$ cat config.mk
export PLATFORM = sky130hd
export DESIGN_NAME = chess_clock_timer_flat
export DESIGN_NICKNAME = d
export VERILOG_FILES = /design/src/rtl/chess_clock_timer_if.sv /design/src/rtl/chess_clock_timer.sv /design/src/flat_wrapper.sv
export SDC_FILE = /design/constraint.sdc
export NUM_CORES = 1
export LEC_CHECK = 0
export ABC_AREA = 1
export BUFFER_PORTS_ARGS = -buffer_cell sky130_fd_sc_hd__buf_2
export CAP_MARGIN = 20
export CORE_UTILIZATION = 25
export DETAILED_ROUTE_END_ITERATION = 12
export GPL_ROUTABILITY_DRIVEN = 0
export GPL_TIMING_DRIVEN = 0
export SYNTH_ARGS = -nofsm -noshare
export SYNTH_HDL_FRONTEND = slang
export SYNTH_SLANG_ARGS = --single-unit
export TNS_END_PERCENT = 1
$ cat constraint.sdc
create_clock -name clock -period 5.8 [get_ports clock]
set_clock_uncertainty 0.2 [all_clocks]
set_input_delay 1.16 -clock clock [delete_from_list [all_inputs] [get_ports clock]]
set_output_delay 1.16 -clock clock [all_outputs]
set_load 0.02 [all_outputs]
$ cat src/rtl/chess_clock_timer_if.sv
// Signal bundle between the game/turn logic and the chess clock timer.
// The master side drives the control strobes; the timer (slave) returns digits, flags and segments.
interface chess_clock_timer_if;
    logic       run;
    logic       newGame;
    logic       switchTurn;
    logic       activeBlack;
    logic [3:0] whiteMins;
    logic [3:0] whiteTens;
    logic [3:0] whiteUnits;
    logic [3:0] blackMins;
    logic [3:0] blackTens;
    logic [3:0] blackUnits;
    logic       whiteFlag;
    logic       blackFlag;
    logic [6:0] WhiteClockMins;
    logic [6:0] WhiteClockTensSec;
    logic [6:0] WhiteClockUnitsSec;

    modport master (
        output run, newGame, switchTurn,
        input  activeBlack, whiteMins, whiteTens, whiteUnits,
        input  blackMins, blackTens, blackUnits, whiteFlag, blackFlag,
        input  WhiteClockMins, WhiteClockTensSec, WhiteClockUnitsSec
    );

    modport slave (
        input  run, newGame, switchTurn,
        output activeBlack, whiteMins, whiteTens, whiteUnits,
        output blackMins, blackTens, blackUnits, whiteFlag, blackFlag,
        output WhiteClockMins, WhiteClockTensSec, WhiteClockUnitsSec
    );
endinterface

$ cat src/rtl/chess_clock_timer.sv
// Dual m:ss countdown chess clock: only the side to move counts down, one decrement per prescaler tick.
// White's digits are also driven out as registered active-low 7-segment codes.
module chess_clock_timer #(
    parameter int CLOCK_FREQ = 50000000,
    parameter int START_MINS = 5
) (
    input logic                clock,
    input logic                globalReset,
    chess_clock_timer_if.slave bus
);
    localparam int              PW        = $clog2(CLOCK_FREQ);
    localparam logic [PW-1:0]   PRESC_MAX = PW'(CLOCK_FREQ - 1);
    localparam logic [3:0]      MINS0     = 4'(START_MINS);

    typedef enum logic [1:0] {S_IDLE, S_RUNNING, S_PAUSED, S_OVER} state_t;

    typedef struct packed {
        logic [3:0] mins;
        logic [3:0] tens;
        logic [3:0] units;
    } bcd_time_t;

    localparam bcd_time_t TIME0 = bcd_time_t'({MINS0, 8'h00});

    // One-second BCD decrement that saturates at 0:00.
    function automatic bcd_time_t dec_time(input bcd_time_t t);
        bcd_time_t r;
        r = t;
        if (t.units != 4'd0) begin
            r.units = t.units - 4'd1;
        end else if (t.tens != 4'd0) begin
            r.units = 4'd9;
            r.tens  = t.tens - 4'd1;
        end else if (t.mins != 4'd0) begin
            r.units = 4'd9;
            r.tens  = 4'd5;
            r.mins  = t.mins - 4'd1;
        end
        return r;
    endfunction

    function automatic logic [6:0] seg7(input logic [3:0] d);
        logic [6:0] s;
        case (d)
            4'd0:    s = 7'h40;
            4'd1:    s = 7'h79;
            4'd2:    s = 7'h24;
            4'd3:    s = 7'h30;
            4'd4:    s = 7'h19;
            4'd5:    s = 7'h12;
            4'd6:    s = 7'h02;
            4'd7:    s = 7'h78;
            4'd8:    s = 7'h00;
            4'd9:    s = 7'h10;
            default: s = 7'h7F;
        endcase
        return s;
    endfunction

    state_t        state_q, state_d;
    logic [PW-1:0] presc_q, presc_d;
    logic          active_black_q, active_black_d;
    bcd_time_t     white_time_q, white_time_d;
    bcd_time_t     black_time_q, black_time_d;
    logic          white_flag_q, white_flag_d;
    logic          black_flag_q, black_flag_d;
    logic [6:0]    seg_mins_q, seg_mins_d;
    logic [6:0]    seg_tens_q, seg_tens_d;
    logic [6:0]    seg_units_q, seg_units_d;

    logic      tick;
    bcd_time_t white_dec;
    bcd_time_t black_dec;

    assign tick      = (state_q == S_RUNNING) && (presc_q == PRESC_MAX);
    assign white_dec = dec_time(white_time_q);
    assign black_dec = dec_time(black_time_q);

    always_comb begin
        state_d        = state_q;
        presc_d        = presc_q;
        active_black_d = active_black_q;
        white_time_d   = white_time_q;
        black_time_d   = black_time_q;
        white_flag_d   = white_flag_q;
        black_flag_d   = black_flag_q;
        seg_mins_d     = seg7(white_time_q.mins);
        seg_tens_d     = seg7(white_time_q.tens);
        seg_units_d    = seg7(white_time_q.units);

        if (bus.newGame) begin
            state_d        = S_IDLE;
            presc_d        = '0;
            active_black_d = 1'b0;
            white_time_d   = TIME0;
            black_time_d   = TIME0;
            white_flag_d   = 1'b0;
            black_flag_d   = 1'b0;
            seg_mins_d     = seg7(MINS0);
            seg_tens_d     = seg7(4'd0);
            seg_units_d    = seg7(4'd0);
        end else begin
            case (state_q)
                S_IDLE: begin
                    presc_d = '0;
                    if (bus.switchTurn) active_black_d = ~active_black_q;
                    if (bus.run) state_d = S_RUNNING;
                end
                S_RUNNING, S_PAUSED: begin
                    if (state_q == S_RUNNING) begin
                        presc_d = tick ? '0 : presc_q + 1'b1;
                        state_d = bus.run ? S_RUNNING : S_PAUSED;
                    end else if (bus.run) begin
                        state_d = S_RUNNING;
                    end
                    // The outgoing player is charged for the tick before the turn passes.
                    if (tick) begin
                        if (active_black_q) begin
                            black_time_d = black_dec;
                            if (black_dec == '0) begin
                                black_flag_d = 1'b1;
                                state_d      = S_OVER;
                            end
                        end else begin
                            white_time_d = white_dec;
                            if (white_dec == '0) begin
                                white_flag_d = 1'b1;
                                state_d      = S_OVER;
                            end
                        end
                    end
                    if (bus.switchTurn) begin
                        active_black_d = ~active_black_q;
                        presc_d        = '0;
                    end
                end
                default: begin
                end
            endcase
        end
    end

    always_ff @(posedge clock) begin
        if (globalReset) begin
            state_q        <= S_IDLE;
            presc_q        <= '0;
            active_black_q <= 1'b0;
            white_time_q   <= TIME0;
            black_time_q   <= TIME0;
            white_flag_q   <= 1'b0;
            black_flag_q   <= 1'b0;
            seg_mins_q     <= seg7(MINS0);
            seg_tens_q     <= seg7(4'd0);
            seg_units_q    <= seg7(4'd0);
        end else begin
            state_q        <= state_d;
            presc_q        <= presc_d;
            active_black_q <= active_black_d;
            white_time_q   <= white_time_d;
            black_time_q   <= black_time_d;
            white_flag_q   <= white_flag_d;
            black_flag_q   <= black_flag_d;
            seg_mins_q     <= seg_mins_d;
            seg_tens_q     <= seg_tens_d;
            seg_units_q    <= seg_units_d;
        end
    end

    assign bus.activeBlack        = active_black_q;
    assign bus.whiteMins          = white_time_q.mins;
    assign bus.whiteTens          = white_time_q.tens;
    assign bus.whiteUnits         = white_time_q.units;
    assign bus.blackMins          = black_time_q.mins;
    assign bus.blackTens          = black_time_q.tens;
    assign bus.blackUnits         = black_time_q.units;
    assign bus.whiteFlag          = white_flag_q;
    assign bus.blackFlag          = black_flag_q;
    assign bus.WhiteClockMins     = seg_mins_q;
    assign bus.WhiteClockTensSec  = seg_tens_q;
    assign bus.WhiteClockUnitsSec = seg_units_q;
endmodule

$ cat src/flat_wrapper.sv
// flat-port wrapper written by rule: the top's interface ports become plain ports
module chess_clock_timer_flat 
#(
    parameter int CLOCK_FREQ = 50000000,
    parameter int START_MINS = 5
)
  (clock, globalReset, bus_run, bus_newGame, bus_switchTurn, bus_activeBlack, bus_whiteMins, bus_whiteTens, bus_whiteUnits, bus_blackMins, bus_blackTens, bus_blackUnits, bus_whiteFlag, bus_blackFlag, bus_WhiteClockMins, bus_WhiteClockTensSec, bus_WhiteClockUnitsSec);
  chess_clock_timer_if bus_i ();
  input logic clock;
  input logic globalReset;
  input wire logic [$bits(bus_i.run)-1:0] bus_run;
  input wire logic [$bits(bus_i.newGame)-1:0] bus_newGame;
  input wire logic [$bits(bus_i.switchTurn)-1:0] bus_switchTurn;
  output wire logic [$bits(bus_i.activeBlack)-1:0] bus_activeBlack;
  output wire logic [$bits(bus_i.whiteMins)-1:0] bus_whiteMins;
  output wire logic [$bits(bus_i.whiteTens)-1:0] bus_whiteTens;
  output wire logic [$bits(bus_i.whiteUnits)-1:0] bus_whiteUnits;
  output wire logic [$bits(bus_i.blackMins)-1:0] bus_blackMins;
  output wire logic [$bits(bus_i.blackTens)-1:0] bus_blackTens;
  output wire logic [$bits(bus_i.blackUnits)-1:0] bus_blackUnits;
  output wire logic [$bits(bus_i.whiteFlag)-1:0] bus_whiteFlag;
  output wire logic [$bits(bus_i.blackFlag)-1:0] bus_blackFlag;
  output wire logic [$bits(bus_i.WhiteClockMins)-1:0] bus_WhiteClockMins;
  output wire logic [$bits(bus_i.WhiteClockTensSec)-1:0] bus_WhiteClockTensSec;
  output wire logic [$bits(bus_i.WhiteClockUnitsSec)-1:0] bus_WhiteClockUnitsSec;
  assign bus_i.run = bus_run;
  assign bus_i.newGame = bus_newGame;
  assign bus_i.switchTurn = bus_switchTurn;
  assign bus_activeBlack = bus_i.activeBlack;
  assign bus_whiteMins = bus_i.whiteMins;
  assign bus_whiteTens = bus_i.whiteTens;
  assign bus_whiteUnits = bus_i.whiteUnits;
  assign bus_blackMins = bus_i.blackMins;
  assign bus_blackTens = bus_i.blackTens;
  assign bus_blackUnits = bus_i.blackUnits;
  assign bus_whiteFlag = bus_i.whiteFlag;
  assign bus_blackFlag = bus_i.blackFlag;
  assign bus_WhiteClockMins = bus_i.WhiteClockMins;
  assign bus_WhiteClockTensSec = bus_i.WhiteClockTensSec;
  assign bus_WhiteClockUnitsSec = bus_i.WhiteClockUnitsSec;
  chess_clock_timer #(.CLOCK_FREQ(CLOCK_FREQ), .START_MINS(START_MINS)) u_core (.clock(clock), .globalReset(globalReset), .bus(bus_i));
endmodule
* Word level (Yosys, flattened, before mapping) *
Memory sizes are Yosys's and may differ from the RTL's. A register that Yosys moved wholly into a read port is not among the register bits.
Cells that the tools add are included.

cells by class
  multiplexer cells = 22
  bitwise logic cells = 1
  equal/unequal tests = 4
  add/subtract/negate cells = 7
  reduce and logical (&&, ||, !) cells = 20

operators by type and width
  kind                                                                     number
  26-bit two-way mux                                                       3
  26-bit one-hot mux with 2 select lines                                   1
  8-bit two-way mux                                                        4
  26-bit by 1-bit adder with 26-bit output, second input constant          1
  26-bit == test, second input constant                                    1
  12-bit logical NOT                                                       2
  12-bit two-way mux                                                       2
  4-bit nonzero test                                                       6
  4-bit by 1-bit subtractor with 4-bit output, second input constant       6
  4-bit two-way mux                                                        4
  2-bit two-way mux                                                        7
  4-bit AND reduction                                                      2
  3-bit AND reduction                                                      2
  2-bit one-hot mux with 2 select lines                                    1
  2-bit AND reduction                                                      2
  2-bit OR reduction                                                       2
  3-bit by 2-bit inequality test with 1-bit output, second input constant  1
  3-bit OR reduction                                                       1
  2-bit by 1-bit == test with 1-bit output, second input constant          1
  2-bit == test, second input constant                                     1
  2-bit logical NOT                                                        1
  2-bit nonzero test                                                       1
  1-bit logical AND                                                        1
  1-bit NOT                                                                1

storage, ports and cells
  register bits after elaboration = 55
  output and inout bits = 48
  word-level logic and storage cells = 68
  memories = 3
  ROM bits = 336

memory list
  memory            words  width  rd ports  clocked after Yosys merged registers in  wr ports  RTL line                 RTL
  (name not given)  16     7      1         1                                        0         chess_clock_timer.sv:44  case (d)
  (name not given)  16     7      1         1                                        0         chess_clock_timer.sv:44
  (name not given)  16     7      1         1                                        0         chess_clock_timer.sv:44

* Longest topological paths before layout *
  word-level depth = 9
  depth in mapped cells = 15
  gate-level depth less buffers = 15

* Worst setup path after synthesis *
OpenSTA, ideal clock, no wires.

  path kind = in2reg
  start = input globalReset
  end = register u_core.seg_mins_q[0] (netlist: u_core.bus.WhiteClockMins[0])
  arrival time = 2,132 ps
  buffers on the path = 1
  path slack = 3,397 ps
  stages on the path = 4
  library setup time = 70 ps
  cells stage by stage = nor2_1 -> clkinv_1 -> clkbuf_1 -> a21oi_1

between the ends
  cells in the longest elaborated chain, start to end = 1

RTL lines
  what                                 RTL line                 RTL
  start: declaration                   flat_wrapper.sv:10       input logic globalReset;
  2-bit OR reduction (no source line)  --
  end: declaration                     chess_clock_timer.sv:67  logic [6:0] seg_mins_q, seg_mins_d;

Every way passes these cells.
A chain may end at the register's enable or synchronous reset.

* Final worst setup path *
  start = input globalReset
  end = register u_core.seg_mins_q[2] (netlist: u_core.bus.WhiteClockMins[2])

The elaborated chain is that of the path after synthesis.

==> results.cfg <==
[floorplanning]
row_count = 48
coreArea_mm2 = 0.01724
die_w_um = 134.5
ioPinCount = 53
die_h_um = 134.5
dieArea_mm2 = 0.01810
initial_utilization = 0.2548

[global_routing]
track_usage = 0.1217
grt_pass1_wl_mm = 17.20
antenna_found_initial = 0
grt_max_degree = 13
grt_overflow = 0
grt_pass1_vias = 3598

[place]
placed_cell_area_mm2 = 0.004933
io_buffers = 52
place_hpwl_mm = 7.957
dp_cells = 877

[timing]
slew_headroom = 0.5476
post-route-min-period_ns = 2.939
rsz0062_at_grt = no
post-route-period-util = 0.5067
setup_viol = 0
max_freq_mhz = 340.3
slew_viol_final = 0
setup-tns-final_ns = 0
hold_violations = 0
worstMarginPinSlew_ns = 0.6761

[logic_synthesis]
ys_seq_area_frac = 0.3464
synth-async-reset-ratio = 0
synthCells = 600
synth-main-ff-cell = dfxtp_1
syn-num-nets = 627
ys_warn_count = 0
synthesis.area_mm2 = 0.004392
synth_edf_count = 0
synth.distinct_cells = 49
syn_avg_cell_area_um2 = 7.320
ys_seq_elements = 76

[critical_path]
critPathCaptureType = flip-flop
cpMaxStageDelayCell = clkinv_1
required_ns = 5.85
worstPathMaxFanout = 10
worstPathCellList = buf_2, nor2_1, clkinv_1, clkbuf_1, a21oi_1
cp.arrival_ns = 2.99
cp_slowest_stage_delay_ns = 0.56
path_class = in -> reg
worst_setup_path_start_kind = primary input

[clocking]
cts_buffer_depth = 2
cts.sinks = 76
clk_pin_slew_ns = 0.06
clk-insertion-delay-late_ns = 0.34
cts_hold_buf = 0
cts_root_buf = clkbuf_16
htreeDepth = 3
cts_tree = done
cts_buffers = 9
cts_resized = 0
post_cts_buffers = 0

[drt]
drc_errors = 0
routedWlPerCell_um = 11.68
via_count = 3934
drt_iter0_drc = 192
avgViaCountPerCell = 4.410
dr.pass1.iters = 4
wirelength_mm = 10.42
ant_nets = 0

[run_status]
outcome = finished, final reports clean

[run]
drv_cap = 0

[final_layout]
syn2layout_area_growth_pct = 19.32
fin_cells = 892
final_common_cell = nand2_1
antenna_cells = 0
finalNetCount = 690
final_util = 0.3040
fin_area_mm2 = 0.005240
final_cell_mix = nand2_1, dfxtp_1, nor2_1, inv_1, buf_2
drive_gt1_frac = 0.2129

[power_and_ir_drop]
power.density_mw_per_mm2 = 216.5
total_power_mw = 1.134
ir_drop_mv = 0.1360
p_leak_nw = 2.177

[worst_hold_path]
min_path_type = reg -> reg
worst max-delay path, delay by kind of cell:
family	cells	cell delay [ns]
buffers and inverters	3	1.04
AND/OR/NAND/NOR	1	0.53
AO/OA/AOI/OAI	1	0.26
power breakdown:
part | switching, mW | total (mW) | internal [mW]
Clock | 0.212 | 0.584 | 0.373
Combinational | 0.0190 | 0.0262 | 0.00720
Sequential | 0.000962 | 0.524 | 0.523
Total | 0.232 | 1.13 | 0.903
metal layers:
layer / up-vias / share of wire / global-route usage
met3: 6 / 0.050 / 0.04092
li1: 2092 / - / -
met2: 66 / 0.47 / 0.2018
met1: 1770 / 0.48 / 0.1488
met5: - / 0 / 0
met4: 0 / 0.0062 / 0.03620
layout make-up:
class / instances / area, µm²
Sequential cell: 76 / 1521
Multi-Input combinational cell: 434 / 2492
Clock buffer: 10 / 229.0
Timing Repair Buffer: 52 / 260.3
Clock inverter: 5 / 77.57
Tap cell: 225 / 281.5
Fill cell: 1864 / 12000
Inverter: 78 / 302.8
Buffer: 12 / 75.07
Yosys cell counts, types with 2 or more instances:
master | number | share of area
nand3_2 | 3 | 0.0068
o21ai_4 | 3 | 0.011
o211ai_1 | 8 | 0.014
dfxtp_1 | 76 | 0.35
o21ai_1 | 9 | 0.010
nor3_2 | 3 | 0.0068
inv_2 | 12 | 0.010
buf_4 | 3 | 0.0051
o31ai_1 | 2 | 0.0034
or2_2 | 5 | 0.0071
clkbuf_1 | 4 | 0.0034
inv_1 | 61 | 0.052
nor3_1 | 10 | 0.011
nor3_4 | 2 | 0.0074
a21oi_1 | 54 | 0.062
o21ai_0 | 23 | 0.026
a21oi_2 | 2 | 0.0040
a211oi_2 | 3 | 0.0085
nor2_4 | 6 | 0.015
clkinv_1 | 3 | 0.0026
ha_1 | 22 | 0.063
o21bai_1 | 2 | 0.0034
buf_2 | 3 | 0.0034
nand4_1 | 5 | 0.0071
nand3_1 | 33 | 0.038
xor2_1 | 6 | 0.012
nand2_2 | 6 | 0.0085
nand2_1 | 124 | 0.11
xnor2_1 | 2 | 0.0040
nor2_2 | 10 | 0.014
nand3_4 | 3 | 0.012
nor3b_1 | 4 | 0.0068
a211oi_1 | 3 | 0.0051
nor2_1 | 68 | 0.058
buf_6 | 2 | 0.0051
nor2_8 | 2 | 0.0091
kinds of logic after synthesis:
logic type               synth area share
flip-flops                         0.3464
XOR/XNOR                          0.01596
AND/OR/NAND/NOR                    0.3396
buffers and inverters             0.08604
adder cells (fa/ha/maj)           0.06268
AO/OA/AOI/OAI                      0.1493
registers in the layout, summed over array words and instances (netlist names), 7 cells and up:
register and cells:
u_core.presc_q 26, u_core.bus.WhiteClockMins 7, u_core.bus.WhiteClockTensSec 7, u_core.bus.WhiteClockUnitsSec 7
path summary, 6_finish.rpt:
path	slack [ns]	cells past startpoint	from	end
worst min-delay path	0.27	2	u_core.bus.whiteFlag	u_core.bus.whiteFlag
worst min register to register	0.27	2	u_core.bus.whiteFlag	u_core.bus.whiteFlag
worst max register to register	3.40	11	u_core.state_q[1]	u_core.presc_q[22]
worst max-delay path	2.86	5	globalReset	u_core.bus.WhiteClockMins[2]
per-stage QoR:
step	hold WS (ns)	setup slack [ns]
after global routing	0.3080	2.732
final	0.2651	2.861
after detailed placement	0.2589	2.491
after CTS	0.2727	2.856
after global placement	0.2507	2.534
after floorplan	0.2437	3.397
Power figures use the tool's default switching activity.
